### src/rtl/s32x_irl_sched.sv
// rtl/s32x_irl_sched.sv - 32X per-SH2 interrupt scheduler: pending flags, IRL encoder with hold, vector fetch responder
module s32x_irl_sched #(
    parameter int HOLD_MIN = 4,
    parameter int VEC_WAIT = 1,
    parameter int AUTO_CLR = 1
) (
    input  logic       CLK,
    input  logic       RST_N,
    input  logic       CE_R,
    input  logic       CE_F,
    input  logic       EN,
    input  logic       RES_N,
    input  logic [4:0] SRC_EV,
    input  logic [4:0] SRC_MASK,
    input  logic [4:0] SRC_CLR,
    input  logic [7:0] VEC_BASE,
    output logic [4:0] PEND,
    output logic [3:0] IRL_N,
    input  logic [3:0] VBUS_A,
    input  logic       VBUS_REQ,
    output logic [7:0] VBUS_DI,
    output logic       VBUS_WAIT
);

    typedef enum logic [1:0] {V_IDLE, V_WAIT, V_DONE} vstate_t;

    localparam logic [3:0] HOLD_RELOAD = 4'(HOLD_MIN - 1);
    localparam logic [2:0] WAIT_LOAD   = 3'(VEC_WAIT);

    logic [4:0] pend_q;
    logic [4:0] aclr_q;
    logic [3:0] lvl_q;
    logic [3:0] hcnt_q;
    logic [3:0] target;
    logic [4:0] eligible;

    vstate_t    vstate;
    logic [3:0] va_q;
    logic [2:0] wcnt_q;
    logic [7:0] di_q;
    logic       enter_done;
    logic [3:0] done_lvl;
    logic [4:0] done_src;
    logic       unused_base;

    // One-hot source for an IRL level; zero when the level belongs to no 32X source
    function automatic logic [4:0] lvl_src(input logic [3:0] l);
        case (l)
            4'd14:   return 5'b10000;
            4'd12:   return 5'b01000;
            4'd10:   return 5'b00100;
            4'd8:    return 5'b00010;
            4'd6:    return 5'b00001;
            default: return 5'b00000;
        endcase
    endfunction

    assign eligible    = pend_q & (SRC_MASK | 5'b10000);
    assign PEND        = pend_q;
    assign IRL_N       = ~lvl_q;
    assign VBUS_DI     = di_q;
    assign VBUS_WAIT   = VBUS_REQ & (vstate != V_DONE);
    assign done_src    = lvl_src(done_lvl);
    assign unused_base = ^VEC_BASE[2:0];

    // Highest-priority eligible source wins; later assignments override earlier ones
    always_comb begin
        target = 4'd0;
        if (eligible[0]) target = 4'd6;
        if (eligible[1]) target = 4'd8;
        if (eligible[2]) target = 4'd10;
        if (eligible[3]) target = 4'd12;
        if (eligible[4]) target = 4'd14;
    end

    // Pending flags and held IRL level; a set beats any clear landing in the same cycle
    always_ff @(posedge CLK or negedge RST_N) begin
        if (!RST_N) begin
            pend_q <= '0;
            lvl_q  <= '0;
            hcnt_q <= '0;
        end else if (CE_R && !RES_N) begin
            pend_q <= '0;
            lvl_q  <= '0;
            hcnt_q <= '0;
        end else if (EN && CE_R) begin
            pend_q <= SRC_EV | (pend_q & ~SRC_CLR & ~aclr_q);
            if (hcnt_q != 4'd0) begin
                hcnt_q <= hcnt_q - 4'd1;
            end else if (target != lvl_q) begin
                lvl_q  <= target;
                hcnt_q <= HOLD_RELOAD;
            end
        end
    end

    // Detects the CE_F on which the fetch reaches V_DONE and which level it answers
    always_comb begin
        enter_done = 1'b0;
        done_lvl   = va_q;
        if (CE_F) begin
            case (vstate)
                V_IDLE: if (VBUS_REQ && VEC_WAIT == 0) begin
                    enter_done = 1'b1;
                    done_lvl   = VBUS_A;
                end
                V_WAIT: if (VBUS_REQ && wcnt_q == 3'd1) enter_done = 1'b1;
                default: ;
            endcase
        end
    end

    // Vector fetch FSM; the auto-clear strobe lives until the next CE_R consumes it
    always_ff @(posedge CLK or negedge RST_N) begin
        if (!RST_N) begin
            vstate <= V_IDLE;
            va_q   <= '0;
            wcnt_q <= '0;
            di_q   <= '0;
            aclr_q <= '0;
        end else if (CE_R && !RES_N) begin
            vstate <= V_IDLE;
            va_q   <= '0;
            wcnt_q <= '0;
            di_q   <= '0;
            aclr_q <= '0;
        end else begin
            if (CE_R) aclr_q <= '0;
            if (enter_done) begin
                vstate <= V_DONE;
                va_q   <= done_lvl;
                di_q   <= (done_src != 5'd0) ? {VEC_BASE[7:3], done_lvl[3:1]} : 8'h00;
                aclr_q <= (AUTO_CLR != 0) ? done_src : 5'd0;
            end else if (CE_F) begin
                case (vstate)
                    V_IDLE: if (VBUS_REQ) begin
                        va_q   <= VBUS_A;
                        wcnt_q <= WAIT_LOAD;
                        vstate <= V_WAIT;
                    end
                    V_WAIT: begin
                        if (!VBUS_REQ) vstate <= V_IDLE;
                        else           wcnt_q <= wcnt_q - 3'd1;
                    end
                    V_DONE: if (!VBUS_REQ) begin
                        vstate <= V_IDLE;
                        di_q   <= 8'h00;
                    end
                    default: vstate <= V_IDLE;
                endcase
            end
        end
    end

endmodule

### config.mk
export PLATFORM = sky130hd
export DESIGN_NAME = s32x_irl_sched
export DESIGN_NICKNAME = d
export VERILOG_FILES = /design/src/rtl/s32x_irl_sched.sv
export SDC_FILE = /design/constraint.sdc
export NUM_CORES = 1
export LEC_CHECK = 0
export BUFFER_PORTS_ARGS = -buffer_cell sky130_fd_sc_hd__buf_2
export CAP_MARGIN = 15
export CORE_ASPECT_RATIO = 1.1
export CORE_UTILIZATION = 35
export CTS_CLUSTER_SIZE = 20
export DETAILED_ROUTE_END_ITERATION = 8
export GPL_TIMING_DRIVEN = 0
export SLEW_MARGIN = 20
export SYNTH_ARGS = -nofsm -noshare
export SYNTH_HDL_FRONTEND = slang
export SYNTH_SLANG_ARGS = --single-unit
### constraint.sdc
create_clock -name CLK -period 2 [get_ports CLK]
set_input_delay 0 -clock CLK [delete_from_list [all_inputs] [get_ports CLK]]
set_output_delay 0 -clock CLK [all_outputs]
set_load 0.05 [all_outputs]
* After elaboration in Yosys (flattened, before gate mapping)
Cells that the tools add are included.
** Cells by class
- $add $sub $neg :: 2
- Equality and inequality tests :: 17
- Multiplexer cells :: 45
- Bitwise operators :: 8
- Reduce and logical (&&, ||, !) cells :: 24
** Operators with widths (count)
- 4-bit two-way mux :: 17
- 8-bit two-way mux :: 6
- 5-bit two-way mux :: 5
- 5-bit case mux with 5 select lines :: 1
- 3-bit two-way mux :: 6
- 4-bit == test, second input constant :: 4
- 5-bit bitwise AND :: 3
- 3-bit nonzero test :: 5
- 2-bit two-way mux :: 5
- 5-bit NOT :: 2
- 2-bit nonzero test :: 5
- 3-bit AND reduction :: 3
- 3-bit != test, second input constant :: 2
- 3-bit case mux with 2 select lines :: 1
- 5-bit bitwise OR :: 1
- 5-bit AND reduction :: 1
- 5-bit nonzero test :: 1
- 4-bit by 3-bit == test with 1-bit output, second input constant :: 1
- 2-bit != test, second input constant :: 2
- 4-bit by 2-bit != test with 1-bit output, second input constant :: 1
- 4-bit != test :: 1
- 4-bit != test, second input constant :: 1
- 4-bit NOT :: 1
- 2-bit case mux with 2 select lines :: 1
- 16 further kinds :: 20
** Storage, ports and cells
- Register bits after elaboration :: 35
- Output and inout bits :: 18
- Word-level logic and storage cells :: 104

* Logic depth before layout (Yosys ltp)
Gate-level depths: netlist of run 1.
- Word-level depth :: 11
- Depth in mapped cells :: 8
- Mapped depth without buffers :: 7

* Worst setup path after synthesis of run 1
OpenSTA, ideal clock, no wires.
- Path type :: flip-flop to flip-flop
- Start :: reg pend_q[0], in the netlist PEND[0]
- End :: reg hcnt_q[1]
- Setup time :: 116 ps
- Arrival :: 1806 ps
- Path slack :: 78 ps
- Stages on the path, launching flop included :: 6
- Clock period less this slack :: 1922 ps
- Path through :: dfrtp_1 nand2_1 o2111a_1 nor4_1 a21oi_1 o311ai_0
** Between the ends
- Longest elaborated chain between the ends :: 9
** Ends and longest elaborated chain
- from (decl) :: line 30 : logic [4:0] pend_q;
- from (signal assigned) :: line 87 : pend_q <= SRC_EV | (pend_q & ~SRC_CLR & ~aclr_q);
- 5-bit bitwise AND :: line 58 : assign eligible = pend_q & (SRC_MASK | 5'b10000);
- 3-bit two-way mux :: line 69 : if (eligible[0]) target = 4'd6;
- 4-bit two-way mux :: line 70 : if (eligible[1]) target = 4'd8;
- 4-bit two-way mux :: line 71 : if (eligible[2]) target = 4'd10;
- 4-bit two-way mux :: line 72 : if (eligible[3]) target = 4'd12;
- 4-bit two-way mux :: line 73 : if (eligible[4]) target = 4'd14;
- 4-bit != test :: line 90 : end else if (target != lvl_q) begin
- 3-bit nonzero test (no source line)
- 2-bit AND reduction (no source line)
- to (signal assigned) :: line 89 : hcnt_q <= hcnt_q - 4'd1;
- to (decl) :: line 33 : logic [3:0] hcnt_q;
No other way between the ends.
A chain may end at the register's enable or synchronous reset.

* Final worst setup path of run 1
- Start :: reg vstate[1]
- End :: reg aclr_q[2]
** Between the ends
- Longest elaborated chain between the ends :: 5
** Ends and longest elaborated chain
- from (decl) :: line 37 : vstate_t vstate;
- from (signal assigned) :: line 116 : vstate <= V_IDLE;
- from (signal assigned) :: line 122 : vstate <= V_IDLE;
- from (signal assigned) :: line 130 : vstate <= V_DONE;
- 2-bit by 1-bit == test with 1-bit output (*) :: line 102 : case (vstate)
- 1-bit two-way mux (*) :: line 102
- 1-bit two-way mux (*) :: line 101 : if (CE_F) begin
- 5-bit two-way mux :: line 129 : if (enter_done) begin
- 5-bit two-way mux :: line 121 : end else if (CE_R && !RES_N) begin
- to (signal assigned) :: line 133 : aclr_q <= (AUTO_CLR != 0) ? done_src : 5'd0;
- to (decl) :: line 31 : logic [4:0] aclr_q;
Mark *: on every way between the ends. The rest lies on a longest branch, timed or not.

==> impl_metrics.ini, run 1 <==
[power]
pwr-share-clk_pct = 23.5
max-vdd-ir-drop_v = 0.000496
comb_power_share_pct = 36.8
p_seq_share_pct = 39.7
cellInternalPower_w = 0.00144
p_switching_w = 0.000869
p_leak_nw = 1.23
netSwitchingFraction_pct = 37.6
power.total_w = 0.00231
p_per_area_nw_per_um2 = 934

[sta]
period_share_pct = 95.3
setup_violations = 0
period_minus_slack_ps = 1910
drv_slew = 0
maxSlewHeadroom_pct = 47.9
timing.fmax_ghz = 0.525
tightest_slew_ps = 781
skew_ps = 3.12
final_hold_viol_count = 0
rsz0062_at_grt = no
fin_hold_ws_ps = 61.6

[die]
dieHeight_um = 78.8
die_area_um2 = 5650
fp.dieW_um = 71.8
rows = 27
initial_core_util_pct = 37.0
core-area_um2 = 5070
io_pins = 52

[routing]
vias = 1684
drc_errors = 0
drt-total-wl_um = 4500
ant_nets = 0
vias_per_cell = 5.36
wl_per_cell_um = 14.3
drt_first_pass_iters = 4
dr.first_iter.drc_count = 71

[worst_setup_path]
rrSetupSlack_ps = 90
critical_path_arrival_ps = 2130
crit_path_frequent_cell = or3_4
path_class = reg2reg
required_ps = 2220
critical-path-max-stage-delay_ps = 390
path_max_fanout = 8
crit_slowest_cell = dfrtp_1
cp-start-kind = register
crit_chain = inv_2 > ha_4 > nand2_1 > or3_4 > buf_6 > or3_4 > nor2_4 > a32o_1
endpoint_kind = register

[synth]
synth_edf_count = 0
async_flop_share_pct = 100
synth-warning-count = 0
syn_area_um2 = 1870
synth_cells = 184
netlist-cell-type-count = 48
syn_area_per_cell_um2 = 10.2
synth.ff_latch_count = 34
synth_area_leader_cell = dfrtp_1
yosysTopAreaCellShare_pct = 45.4
yosys-top-cells-area = dfrtp_1, a22o_1, ha_1
synth_ff_type = dfrtp_1
ys_seq_area_share_pct = 45.4
synth_nets = 225

[job]
maxCapViolations = 0

[place]
numPlacedInstances = 288
place_area_um2 = 2180
hpwl_um = 3050
port_buffers = 46
gp_congestion = 0.788

[global_routing]
grtUsageTotal_pct = 17.1
grt_pass1_vias = 1658
grt_antenna_before_repair = 0
grt_max_degree = 35
grt_first_pass_wirelength_um = 7530
grt_remaining_overflow = 0

[clocking]
clockRootBuffer = clkbuf_8
cts_made_buffers = 5
ctsHtreeMaxLevel = 2
cts_tree = built
clk_pin_slew_worst_paths_ps = 70
clock_sinks = 34
cts_buffer_depth = 2
insertion_delay_ps = 290

[layout]
final_cells = 314
nets = 296
drive_above_1_share_pct = 26.6
final_area_um2 = 2470
syn2layout_area_growth_pct = 31.9
layout.cells.most_common = buf_2
final_cell_mix = buf_2, dfrtp_1, inv_1, dlygate4sd3_1, a22o_1
diodes = 0

[outcome]
run_status = complete, no violations

[hold_path]
hold_class = in2reg
power groups by stage:
stage | clock network [W] | logic [W] | registers [W]
after floorplan | 0 | 0.000549 | 0.000946
after global placement | 0 | 0.000771 | 0.000921
after detailed placement | 0 | 0.000779 | 0.000924
after CTS | 0.000556 | 0.000828 | 0.000917
after global routing | 0.000587 | 0.000958 | 0.000940
final | 0.000543 | 0.000849 | 0.000918
metal layers:
layer  GRT usage, %  up-vias  share of wire [%]
met5              0        -                  0
met1           20.7      804                 45
li1               -      828                  -
met2           30.6       47                 50
met4           3.53        0               0.89
met3           4.31        5                4.6
path summary, 6_finish.rpt:
kind / startpoint / endpoint / cells after the start
worst max-delay path: vstate[1]$_DFFE_PN0P_ / aclr_q[2]$_DFFE_PN0P_ / 8
worst min-delay path: SRC_CLR[2] / PEND[2]$_DFFE_PN0P_ / 3
worst max register to register: vstate[1]$_DFFE_PN0P_ / aclr_q[2]$_DFFE_PN0P_ / 8
worst min register to register: wcnt_q[1]$_DFFE_PN0P_ / wcnt_q[1]$_DFFE_PN0P_ / 2
max in group asynchronous: RST_N / VBUS_DI[0]$_DFFE_PN0P_ / 2
min in group asynchronous: RST_N / VBUS_DI[5]$_DFFE_PN0P_ / 2
kinds of logic (layout without fill, tap and decap cells):
family | Yosys count | in the layout | share of synthesized area [%]
muxes | 5 | 5 | 2.67
other | 1 | 1 | 0.200
buffers and inverters | 23 | 95 | 4.87
and+or+nand+nor | 54 | 54 | 17.0
AOI/OAI and AO/OA | 60 | 60 | 25.2
DFF | 34 | 34 | 45.4
adders and majority gates | 7 | 7 | 4.67
critical path: cells and delay by family (launching register included):
| kind | cells | cell delay (ps) |
|---|---|---|
| flip-flops | 1 | 390 |
| AO/OA/AOI/OAI | 1 | 190 |
| buffers and inverters | 2 | 220 |
| adder cells (fa/ha/maj) | 1 | 140 |
| AND/OR/NAND/NOR | 4 | 890 |
repair_timing:
action,CTS,global route
pin swaps,3,4
setup buffers,1,2
hold buffers,15,0
gates resized for setup,5,2
hold endpoints to repair,48,0
setup endpoints to repair,12,13
Yosys cell counts (all sizes together) (2+ instances only):
master / count
o22ai: 2
and3: 3
a21oi: 9
o21ai: 4
nor4: 3
o31ai: 7
buf: 3
a21boi: 3
and2: 3
o311ai: 2
nand2: 11
nor3: 2
inv: 18
nor2: 11
nor4b: 2
nor2b: 4
a32o: 5
a22o: 13
or3: 3
clkbuf: 2
mux2i: 5
nand3: 3
a21o: 4
ha: 7
nand4b: 2
nand2b: 4
o32ai: 2
dfrtp: 34
cell type report:
type,instances,area (um2)
Fill cell,498,2590
Clock inverter,2,12.5
Sequential cell,34,851
Buffer,5,30.0
Multi-Input combinational cell,127,953
Tap cell,58,72.6
Inverter,18,67.6
Timing Repair Buffer,64,403
Clock buffer,6,82.6
through the flow:
stage	utilization, %	TNS (ps)	setup slack (ps)
after global placement	43.0	-9.21	-2.54
after CTS	48.3	0	0.848
after global routing	48.8	0	7.61
after floorplan	-	0	78.1
final	48.8	0	94.9
after detailed placement	43.0	-143	-25.7
state kept, by name (all words and copies together) (netlist names):
signal	flops
hcnt_q	4
done_lvl	4
wcnt_q	3
vstate	2
PEND	5
lvl_q	3
VBUS_DI	8
aclr_q	5
(Power assumes the default switching activity.)
==> run 2: changes to the inputs <==
RECOVER_POWER = 100   (was not set)
clock period = 1.91 ns   (was 2 ns; I/O delays follow)
==> impl_metrics.ini, run 2 (synthesis results as in run 1) <==
[worst_setup_path]
path_max_fanout = 6
cp-start-kind = register
crit_chain = inv_2 > ha_4 > nand2_1 > or3_1 > buf_6 > or3_4 > nor2_4 > a32o_1
crit_slowest_cell = dfrtp_1
timing.rr.start = vstate[1]$_DFFE_PN0P_
required_ps = 2140
critical_path_arrival_ps = 2110
r2r_cells = 8
critical-path-max-stage-delay_ps = 390
rrSetupSlack_ps = 30
path_class = reg2reg
endpoint_kind = register
r2r-end = aclr_q[2]$_DFFE_PN0P_

[sta]
setup_violations = 0
fin_setup_tns_ps = 0
final_hold_viol_count = 0
skew_ps = 4.32
fin_hold_ws_ps = 54.5
maxSlewHeadroom_pct = 42.9
period_minus_slack_ps = 1880
drv_slew = 0
tightest_slew_ps = 856
rsz0062_at_grt = yes
setup_ws_ps = 25.6
period_share_pct = 98.7
timing.fmax_ghz = 0.531

[die]
die_area_um2 = 5650
core-area_um2 = 5070
io_pins = 52
dieHeight_um = 78.8
rows = 27
initial_core_util_pct = 37.0
fp.dieW_um = 71.8

[layout]
largest_register_ffs = 8
final_cell_mix = dfrtp_1, buf_2, clkbuf_1, inv_1, dlygate4sd3_1
diodes = 0
nets = 299
layout.cells.most_common = dfrtp_1
syn2layout_area_growth_pct = 35.3
final_cells = 317
drive_above_1_share_pct = 22.0

[outcome]
run_status = complete, no violations

[global_routing]
grt_first_pass_wirelength_um = 7430
grt_max_degree = 35
grtUsageTotal_pct = 17.1
grt_pass1_vias = 1605
grt_antenna_before_repair = 0
grt_remaining_overflow = 0

[clocking]
cts_made_buffers = 5
clockRootBuffer = clkbuf_8
cts_buffer_depth = 2
clk_pin_slew_worst_paths_ps = 70
insertion_delay_ps = 290
cts_tree = built
ctsHtreeMaxLevel = 2
clock_sinks = 34

[hold_path]
min_to = PEND[2]$_DFFE_PN0P_
min-delay-start = SRC_CLR[2]
hold_class = in2reg
hold_depth = 3

[power]
p_per_area_nw_per_um2 = 1070
power.total_w = 0.00272
max-vdd-ir-drop_v = 0.000646
p_leak_nw = 1.20

[place]
dp_slack_ps = -127
port_buffers = 46
numPlacedInstances = 288
gp_congestion = 0.783
hpwl_um = 3080

[job]
maxCapViolations = 0

[routing]
vias = 1646
vias_per_cell = 5.19
ant_nets = 0
dr.first_iter.drc_count = 85
wl_per_cell_um = 14.2
drc_errors = 0
drt_first_pass_iters = 4
drt-total-wl_um = 4500
## run 2: cell types whose count changed in the layout (fill, tap and decap cells not counted), sizes merged
cell and change:
clkbuf +19, clkinv -1, clkinvlp -1, buf -16, bufinv +2
## run 2: critical path: cells and delay by family (launching register included)
kind                     cells  cell delay (ps)
AO/OA/AOI/OAI                1              180
AND/OR/NAND/NOR              4              900
flip-flops                   1              390
adder cells (fa/ha/maj)      1              120
buffers and inverters        2              220
## run 2: per-layer routing
metal / vias to the layer above / share of wire (%) / track usage [%]
met5: - / 0 / 0
li1: 831 / - / -
met2: 48 / 49 / 28.3
met1: 762 / 45 / 21.6
met4: 0 / 1.3 / 5.88
met3: 5 / 4.6 / 4.19
## run 2: layout make-up
class                   instances  area (um2)
clock inverters                 2        60.1
flip-flops and latches         34         853
inverters                      18        67.6
fillers                       474        2530
clock buffers                   6        82.6
plain buffers                   5        30.0
multi-input cells             127         967
repair buffers                 67         403
well taps                      58        72.6
## run 2: what timing repair did
item,4_1_cts,5_1_grt
endpoints found under the setup margin,14,15
gates resized for setup,6,6
hold endpoints to repair,48,0
buffers inserted,4,2
hold buffers,15,0
pin swaps,3,5
## run 2: worst max path at each step
stage,from,endpoint,slack (ps),cells past startpoint
after global routing,vstate[1]$_DFFE_PN0P_,aclr_q[4]$_DFFE_PN0P_,-50,8
after global placement,vstate[1]$_DFFE_PN0P_,VBUS_DI[0]$_DFFE_PN0P_,-90,8
after detailed placement,vstate[1]$_DFFE_PN0P_,VBUS_DI[1]$_DFFE_PN0P_,-130,8
after CTS,wcnt_q[1]$_DFFE_PN0P_,VBUS_DI[1]$_DFFE_PN0P_,-5,8
final,vstate[1]$_DFFE_PN0P_,aclr_q[2]$_DFFE_PN0P_,30,8
after floorplan,PEND[4]$_DFFE_PN0P_,lvl_q[1]$_DFFE_PN0P_,20,5
## run 2: power by group
part / leakage, nW / internal, W / switching (W)
clock: 0.0714 / 0.000557 / 0.000275
combinational: 0.669 / 0.000385 / 0.000532
sequential: 0.456 / 0.000845 / 0.000124
## run 2: per-stage QoR
step	cell area [um2]	util (%)
2_1_floorplan	1880	-
3_5_place_dp	2180	43.0
6_report	2540	50.0
4_1_cts	2520	49.7
5_1_grt	2540	50.0
3_3_place_gp	2180	43.0
